## src/rtl/lap_buffer.sv

```systemverilog
// Lap buffer: four-entry circular store of captured stopwatch times with a live/recall view.
// Optional macro LAP_OVERWRITE_EN: a lap taken while full replaces the oldest entry instead of being dropped.
module lap_buffer (
    input  logic       clk,
    input  logic       reset,
    input  logic       i_lap,
    input  logic       i_recall,
    input  logic       i_clear,
    input  logic [6:0] msec,
    input  logic [5:0] sec,
    input  logic [5:0] min,
    input  logic [4:0] hour,
    output logic [6:0] o_msec,
    output logic [5:0] o_sec,
    output logic [5:0] o_min,
    output logic [4:0] o_hour,
    output logic       o_view_lap,
    output logic [1:0] o_lap_idx,
    output logic [2:0] o_lap_cnt,
    output logic       o_full
);

    typedef enum logic {LIVE, RECALL} state_t;

    state_t      state, state_next;
    logic [1:0]  head, head_next;
    logic [1:0]  idx, idx_next;
    logic [2:0]  count, count_next;
    logic        wr_en;
    logic [1:0]  wr_addr;
    logic [1:0]  rd_addr;
    logic        full;
    logic [23:0] live_time;
    logic [23:0] shown;
    logic [23:0] mem [4];

    assign full      = (count == 3'd4);
    assign live_time = {hour, min, sec, msec};
    assign rd_addr   = head + idx;

    always_ff @(posedge clk) begin
        if (reset) begin
            state <= LIVE;
            head  <= 2'd0;
            idx   <= 2'd0;
            count <= 3'd0;
        end else begin
            state <= state_next;
            head  <= head_next;
            idx   <= idx_next;
            count <= count_next;
        end
    end

    // Pulse priority is clear, then lap, then recall; a lower pulse in the same cycle is dropped.
    always_comb begin
        state_next = state;
        head_next  = head;
        idx_next   = idx;
        count_next = count;
        wr_en      = 1'b0;
        wr_addr    = head + count[1:0];
        if (i_clear) begin
            state_next = LIVE;
            head_next  = 2'd0;
            idx_next   = 2'd0;
            count_next = 3'd0;
        end else if (i_lap) begin
            if (!full) begin
                wr_en      = 1'b1;
                count_next = count + 3'd1;
            end
`ifdef LAP_OVERWRITE_EN
            else begin
                wr_en     = 1'b1;
                wr_addr   = head;
                head_next = head + 2'd1;
            end
`endif
        end else if (i_recall) begin
            if (state == LIVE) begin
                if (count != 3'd0) begin
                    state_next = RECALL;
                    idx_next   = 2'd0;
                end
            end else if ({1'b0, idx} < (count - 3'd1)) begin
                idx_next = idx + 2'd1;
            end else begin
                state_next = LIVE;
                idx_next   = 2'd0;
            end
        end
    end

    // Lap storage is not reset; only the head/count bookkeeping decides what is valid.
    always_ff @(posedge clk) begin
        if (!reset && wr_en) begin
            mem[wr_addr] <= live_time;
        end
    end

    always_ff @(posedge clk) begin
        if (reset) begin
            shown <= 24'd0;
        end else if (state == RECALL) begin
            shown <= mem[rd_addr];
        end else begin
            shown <= live_time;
        end
    end

    assign {o_hour, o_min, o_sec, o_msec} = shown;
    assign o_view_lap = (state == RECALL);
    assign o_lap_idx  = idx;
    assign o_lap_cnt  = count;
    assign o_full     = full;

endmodule

```

## config.mk

```make
export PLATFORM = sky130hd
export DESIGN_NAME = lap_buffer
export DESIGN_NICKNAME = d
export VERILOG_FILES = /design/src/rtl/lap_buffer.sv
export SDC_FILE = /design/constraint.sdc
export NUM_CORES = 1
export LEC_CHECK = 0
export CORE_AREA = 2 2 120 122
export CTS_CLUSTER_SIZE = 12
export DETAILED_ROUTE_END_ITERATION = 10
export DIE_AREA = 0 0 122 124
export GPL_TIMING_DRIVEN = 0
export PLACE_DENSITY = 0.61
export SLEW_MARGIN = 0
export SYNTH_ARGS = -nofsm -noshare
export SYNTH_HDL_FRONTEND = slang
export SYNTH_SLANG_ARGS = --single-unit
```

## constraint.sdc

```tcl
create_clock -name clk -period 3.8 [get_ports clk]
set_clock_uncertainty 0.05 [all_clocks]
set_input_delay 0.57 -clock clk [delete_from_list [all_inputs] [get_ports clk]]
set_output_delay 0.57 -clock clk [all_outputs]
set_load 0.05 [all_outputs]
```

==> results of run 1 <==
[power by group]
group / internal, mW / switching [mW]
logic: 0.0724 / 0.111
clock network: 0.944 / 0.543
registers: 1.53 / 0.00813
[path summary, 6_finish.rpt]
path             endpoint  cells past startpoint
max            mem[2][23]                      6
min reg2reg  o_lap_idx[0]                      2
max reg2reg    mem[2][23]                      6
min              shown[3]                      2
[metal layers]
| layer | part of all wire | track usage | vias up |
|---|---|---|---|
| met5 | 0 | 0 | - |
| met4 | 0.021 | 0.0647 | 0 |
| met3 | 0.050 | 0.0453 | 20 |
| met2 | 0.51 | 0.217 | 63 |
| met1 | 0.42 | 0.161 | 1245 |
| li1 | - | - | 1146 |
[layout by cell type (no fill, tap or decap), types with 2 or more instances in the layout]
cell,Yosys,final
nor2_1,29,29
buf_12,2,2
clkinv_2,0,5
a21oi_1,3,3
mux2i_1,24,24
clkbuf_1,5,10
edfxtp_1,96,96
nand2_1,2,2
inv_1,4,4
dfxtp_1,32,32
clkdlybuf4s50_1,0,58
and3_2,0,3
clkbuf_8,0,3
buf_4,2,2
ha_1,7,7
xnor2_1,2,2
buf_2,3,3
clkbuf_16,0,17
mux4_2,20,20
a21o_1,2,2
mux4_1,4,4
[metrics by stage]
step	utilization	cells	hold WS [ns]	setup slack (ns)
2_1_floorplan	-	254	0.600	0.810
3_3_place_gp	0.408	492	0.507	0.671
3_5_place_dp	0.408	492	0.521	0.661
4_1_cts	0.448	524	0.490	0.657
5_1_grt	0.448	524	0.509	0.522
6_report	0.448	524	0.473	0.778
[cell families (layout without fill, tap and decap cells)]
logic type | Yosys count | count (layout)
and+or+nand+nor | 41 | 41
xor gates and xnor gates | 2 | 2
AOI/OAI and AO/OA | 11 | 11
buffers and inverters | 17 | 107
muxes | 48 | 48
DFF | 128 | 128
adders and majority gates | 7 | 7
[cell usage after synthesis]
| cell type | count |
|---|---|
| edfxtp_1 | 96 |
| dfxtp_1 | 32 |
| nor2_1 | 29 |
| mux2i_1 | 24 |
| mux4_2 | 20 |
| ha_1 | 7 |
| clkbuf_1 | 5 |
| and3_1 | 4 |
| inv_1 | 4 |
| mux4_1 | 4 |
| a21oi_1 | 3 |
| buf_2 | 3 |
| a21o_1 | 2 |
| buf_12 | 2 |
| buf_4 | 2 |
| nand2_1 | 2 |
| xnor2_1 | 2 |
| a211oi_1 | 1 |
| buf_6 | 1 |
| nand2b_1 | 1 |
| nand3_1 | 1 |
| nand3b_1 | 1 |
| nor2b_1 | 1 |
| nor3_1 | 1 |
| o211ai_1 | 1 |
| o21a_1 | 1 |
| o21ai_0 | 1 |
| o31ai_1 | 1 |
| o41ai_1 | 1 |
| or2_1 | 1 |
[layout make-up]
cell class / instances / area [um^2] / share of cell area
plain buffers: 13 / 100 / 0.0163
clock buffers: 25 / 485 / 0.0790
clock inverters: 7 / 62.6 / 0.0102
inverters: 4 / 15.0 / 0.00244
multi-input cells: 109 / 1160 / 0.188
flip-flops and latches: 128 / 3520 / 0.573
well taps: 180 / 225 / 0.0366
repair buffers: 58 / 581 / 0.0944
[worst max-delay path, cell delays in order (launching register included)]
cell and delay (ns):
dfxtp_1 0.49, inv_1 0.11, ha_1 0.25, ha_1 0.20, nor2b_1 0.12, clkbuf_1 0.27, and3_1 1.11
[state kept, by name, summed over array words and instances (netlist names), named ones only]
name / count
mem: 96
shown: 24
o_lap_cnt: 3
o_lap_idx: 2
o_view_lap: 1
==> results_dict.tcl, run 1 <==
set metrics [dict create \
    yosys.area.top_type_share 0.602 \
    seq_area_frac_synth 0.735 \
    cellLeakagePower_nw 2.02 \
    drive_gt1_frac 0.169 \
    fin_crit_ns 3.02 \
    period_share 0.795 \
    synthesis.area_um2 4790 \
    ys.warnings.count 0 \
    yosysUniqueCellTypes 30 \
    maxCapViolations 0 \
    yosys-mux-area-fraction 0.166 \
    grt-ovfl-total 0 \
    crit_type "reg2reg" \
    finalSetupTns_ns 0 \
    reg2reg_slack_ns 0.78 \
    max_freq_mhz 331 \
    synth_seq_cells 128 \
    n_antenna_cell 0 \
    min_from "reset" \
    gp_congestion 0.670 \
    timing.critical_path.from "o_lap_cnt[0]" \
    numCtsBuffers 17 \
    portBuffers 58 \
    pwr_density_cell_nw_per_um2 522 \
    drtPass1Iterations 5 \
    fp.dieH_um 124 \
    io-pin-count 60 \
    status "finished, final reports clean" \
    drtIter0Drc 145 \
    synth.avg_cell_area_um2 18.9 \
    vias 2474 \
    yosys-top-cells-area "edfxtp_1, dfxtp_1, mux4_2, mux2i_1, nor2_1" \
    grt_pass1_vias 2703 \
    syn2layout_area_growth_pct 28.3 \
    htreeDepth 4 \
    drt_wl_total_um 9210 \
    synth_xor_area_frac 0.00366 \
    endpoint_kind "flop" \
    wl_per_cell_um 17.6 \
    final_cell_area_um2 6150 \
    antenna_found_initial 0 \
    final_nets 367 \
    arrival_ns 2.99 \
    root_buffer "clkbuf_16" \
    die_x_um 122 \
    cts_tree "built" \
    initial_utilization 0.349 \
    cp_max_fo 24 \
    dp_hpwl_um 5470 \
    avgViaCountPerCell 4.72 \
    cts.reportedPaths.clkPinSlew_ns 0.05 \
    row_count 43 \
    yosysTopAreaCell "edfxtp_1" \
    min-delay-path-class "in2reg" \
    fillers 1195 \
    core_um2 13700 \
    synth_cells 254 \
    drv_slew 0 \
    cts.sinks 128 \
    place_area_um2 5600 \
    drc_errors 0 \
    grt_max_degree 25 \
    grt_use_total 0.134 \
    grt_pass1_wl_um 14500 \
    synthSimpleGateAreaFrac 0.0371 \
    tightest_slew_ns 1.35 \
    synth_top_family_by_area "multiplexers" \
    synth_adder_area_share 0.0183 \
    hold_violations 0 \
    post_cts_buffers 0 \
    clk_latency_ns 0.41 \
    reg2reg_from "o_lap_cnt[0]" \
    final_antenna_net_count 0 \
    clk_path_buf_depth 2 \
    setup_viol 0 \
    cts_resized 0 \
    start_kind "flop" \
    synth_compound_area_frac 0.0154 \
    dieArea_um2 15100 \
    critPathRequiredTime_ns 3.77 \
    peakVddDrop_uv 321 \
    rsz0062_at_grt "no" \
    syn_nets 290 \
    power.total_mw 3.21 \
    hold_buffers 0 \
    max-slew-margin-rel 0.102 \
]
(Power assumes the default switching activity.)
==> run 2: changes to the inputs <==
PLACE_DENSITY = 0.63   (was 0.61)
clock period = 2.6 ns   (was 3.8 ns; I/O delays follow)
==> run 2 against run 1 <==
Net effect: via count is 2.2% lower; first-iteration DRC count is 30% higher; design area is 0.39% higher; register-to-register slack worse by 0.63 ns; routed wire length is 4.9% lower; utilization is 0.17 points higher; setup slack worse by 0.65 ns; total power is 47% higher; critical path depth is 2 lower; die area stayed put; critical path type is now reg2out; largest power group unchanged.
==> results_dict.tcl, run 2 (synthesis gave the netlist of run 1 again) <==
set metrics [dict create \
    status "finished, final reports clean" \
    cp_max_fo 7 \
    drc_errors 0 \
    grt_max_degree 25 \
    final_core_util 0.450 \
    cts_tree "built" \
    gp_congestion 0.672 \
    clk_latency_ns 0.41 \
    maxCapViolations 0 \
    dieArea_um2 15100 \
    cts.sinks 128 \
    finalSetupTns_ns 0 \
    drtIter0Drc 188 \
    cellLeakagePower_nw 2.03 \
    io-pin-count 60 \
    met2_length_um 4060 \
    drt_wl_total_um 8750 \
    p_clk_frac 0.468 \
    clk_path_buf_depth 2 \
    arrival_ns 2.04 \
    row_count 43 \
    portBuffers 58 \
    hold_buffers 0 \
    grt_pass1_vias 2550 \
    grt-ovfl-total 0 \
    peakVddDrop_uv 348 \
    r2r_cells 6 \
    n_antenna_cell 0 \
    dr.max_layer_used "met4" \
    dr_wl_met3_um 440 \
    syn2layout_area_growth_pct 28.8 \
    final_cell_mix "edfxtp_1, clkdlybuf4s50_1, dfxtp_1" \
    fin_crit_ns 2.48 \
    seqCellArea_um2 3530 \
    dp_cells 492 \
    root_buffer "clkbuf_16" \
    rsz0062_at_grt "yes" \
    min-delay-path-class "in2reg" \
    fillers 1208 \
    grt_use_total 0.130 \
    switching_share 0.208 \
    final_cell_area_um2 6170 \
    pwr_density_cell_nw_per_um2 766 \
    p_seq_frac 0.475 \
    max_stage_delay_ns 0.80 \
    cp_slowest_cell "clkdlybuf4s50_1" \
    drtPass1Iterations 4 \
    p_int_mw 3.74 \
    htreeDepth 4 \
    pre_cts_slack_ns 0.124 \
    holdWs_ns 0.319 \
    hold_violations 0 \
    place_area_um2 5600 \
    final_nets 367 \
    layout.cells.non_filler 524 \
    numCtsBuffers 17 \
    setup_ws_ns 0.125 \
    wl_per_cell_um 16.7 \
    power.total_mw 4.73 \
    endpoint_kind "primary output" \
    max-slew-margin-rel 0.529 \
    m1WireLength_um 4120 \
    switching_power_uw 985 \
    cp_common_cell "ha_1" \
    initial_utilization 0.349 \
    antenna_found_initial 0 \
    cts_resized 0 \
    die_x_um 122 \
    comb_power_share 0.057 \
    hold_depth 2 \
    start_kind "flop" \
    critPathRequiredTime_ns 2.16 \
    largest_reg_flops 96 \
    cts.reportedPaths.clkPinSlew_ns 0.05 \
    core_um2 13700 \
    regMostFlops "mem" \
    fp.dieH_um 124 \
    dp_hpwl_um 5220 \
    vias 2419 \
    multi_input_area_um2 1160 \
    final_common_cell "edfxtp_1" \
    drv_slew 0 \
    path_cells "inv_1 > ha_1 > ha_1 > clkdlybuf4s50_1" \
    drive_gt1_frac 0.192 \
    grt_pass1_wl_um 14000 \
    tightest_slew_ns 0.707 \
    final_antenna_net_count 0 \
    max_freq_mhz 404 \
    post_cts_buffers 0 \
    crit_type "reg2out" \
    avgViaCountPerCell 4.62 \
    period_share 0.952 \
    setup_viol 0 \
]
## run 2: final timing paths
path                     start      endpoint  slack [ns]
setup / recovery  o_lap_cnt[0]        o_full        0.12
hold / removal           reset      shown[4]        0.32
setup reg to reg  o_lap_cnt[0]    mem[1][12]        0.15
hold reg to reg   o_lap_cnt[0]  o_lap_cnt[0]        0.53
## run 2: metal layers
layer  global-route usage  up-vias
met4               0.0453        0
met5                    0        -
met2                0.195       62
met1                0.170     1207
met3               0.0536       10
li1                     -     1140
## run 2: critical path, delay by kind of cell (launching register included)
family / cells / cell delay [ns]
flops: 1 / 0.36
fa+ha+maj: 2 / 0.38
buf+inv: 2 / 0.89
## run 2: power groups by stage
stage / Clock [mW] / Sequential [mW] / Combinational (mW)
floorplan: 0 / 2.37 / 0.0631
global placement: 0 / 2.29 / 0.267
detailed placement: 0 / 2.29 / 0.270
CTS: 2.26 / 2.25 / 0.271
global route: 2.36 / 2.25 / 0.287
finish: 2.21 / 2.25 / 0.268
## run 2: final cells by class
cell class                      instances  share of cell area
Buffer                                 13              0.0162
Timing Repair Buffer                   58              0.0941
Tap cell                              180              0.0365
Sequential cell                       128               0.571
Multi-Input combinational cell        109               0.188
Clock buffer                           21              0.0778
Clock inverter                         11              0.0142
Inverter                                4             0.00243
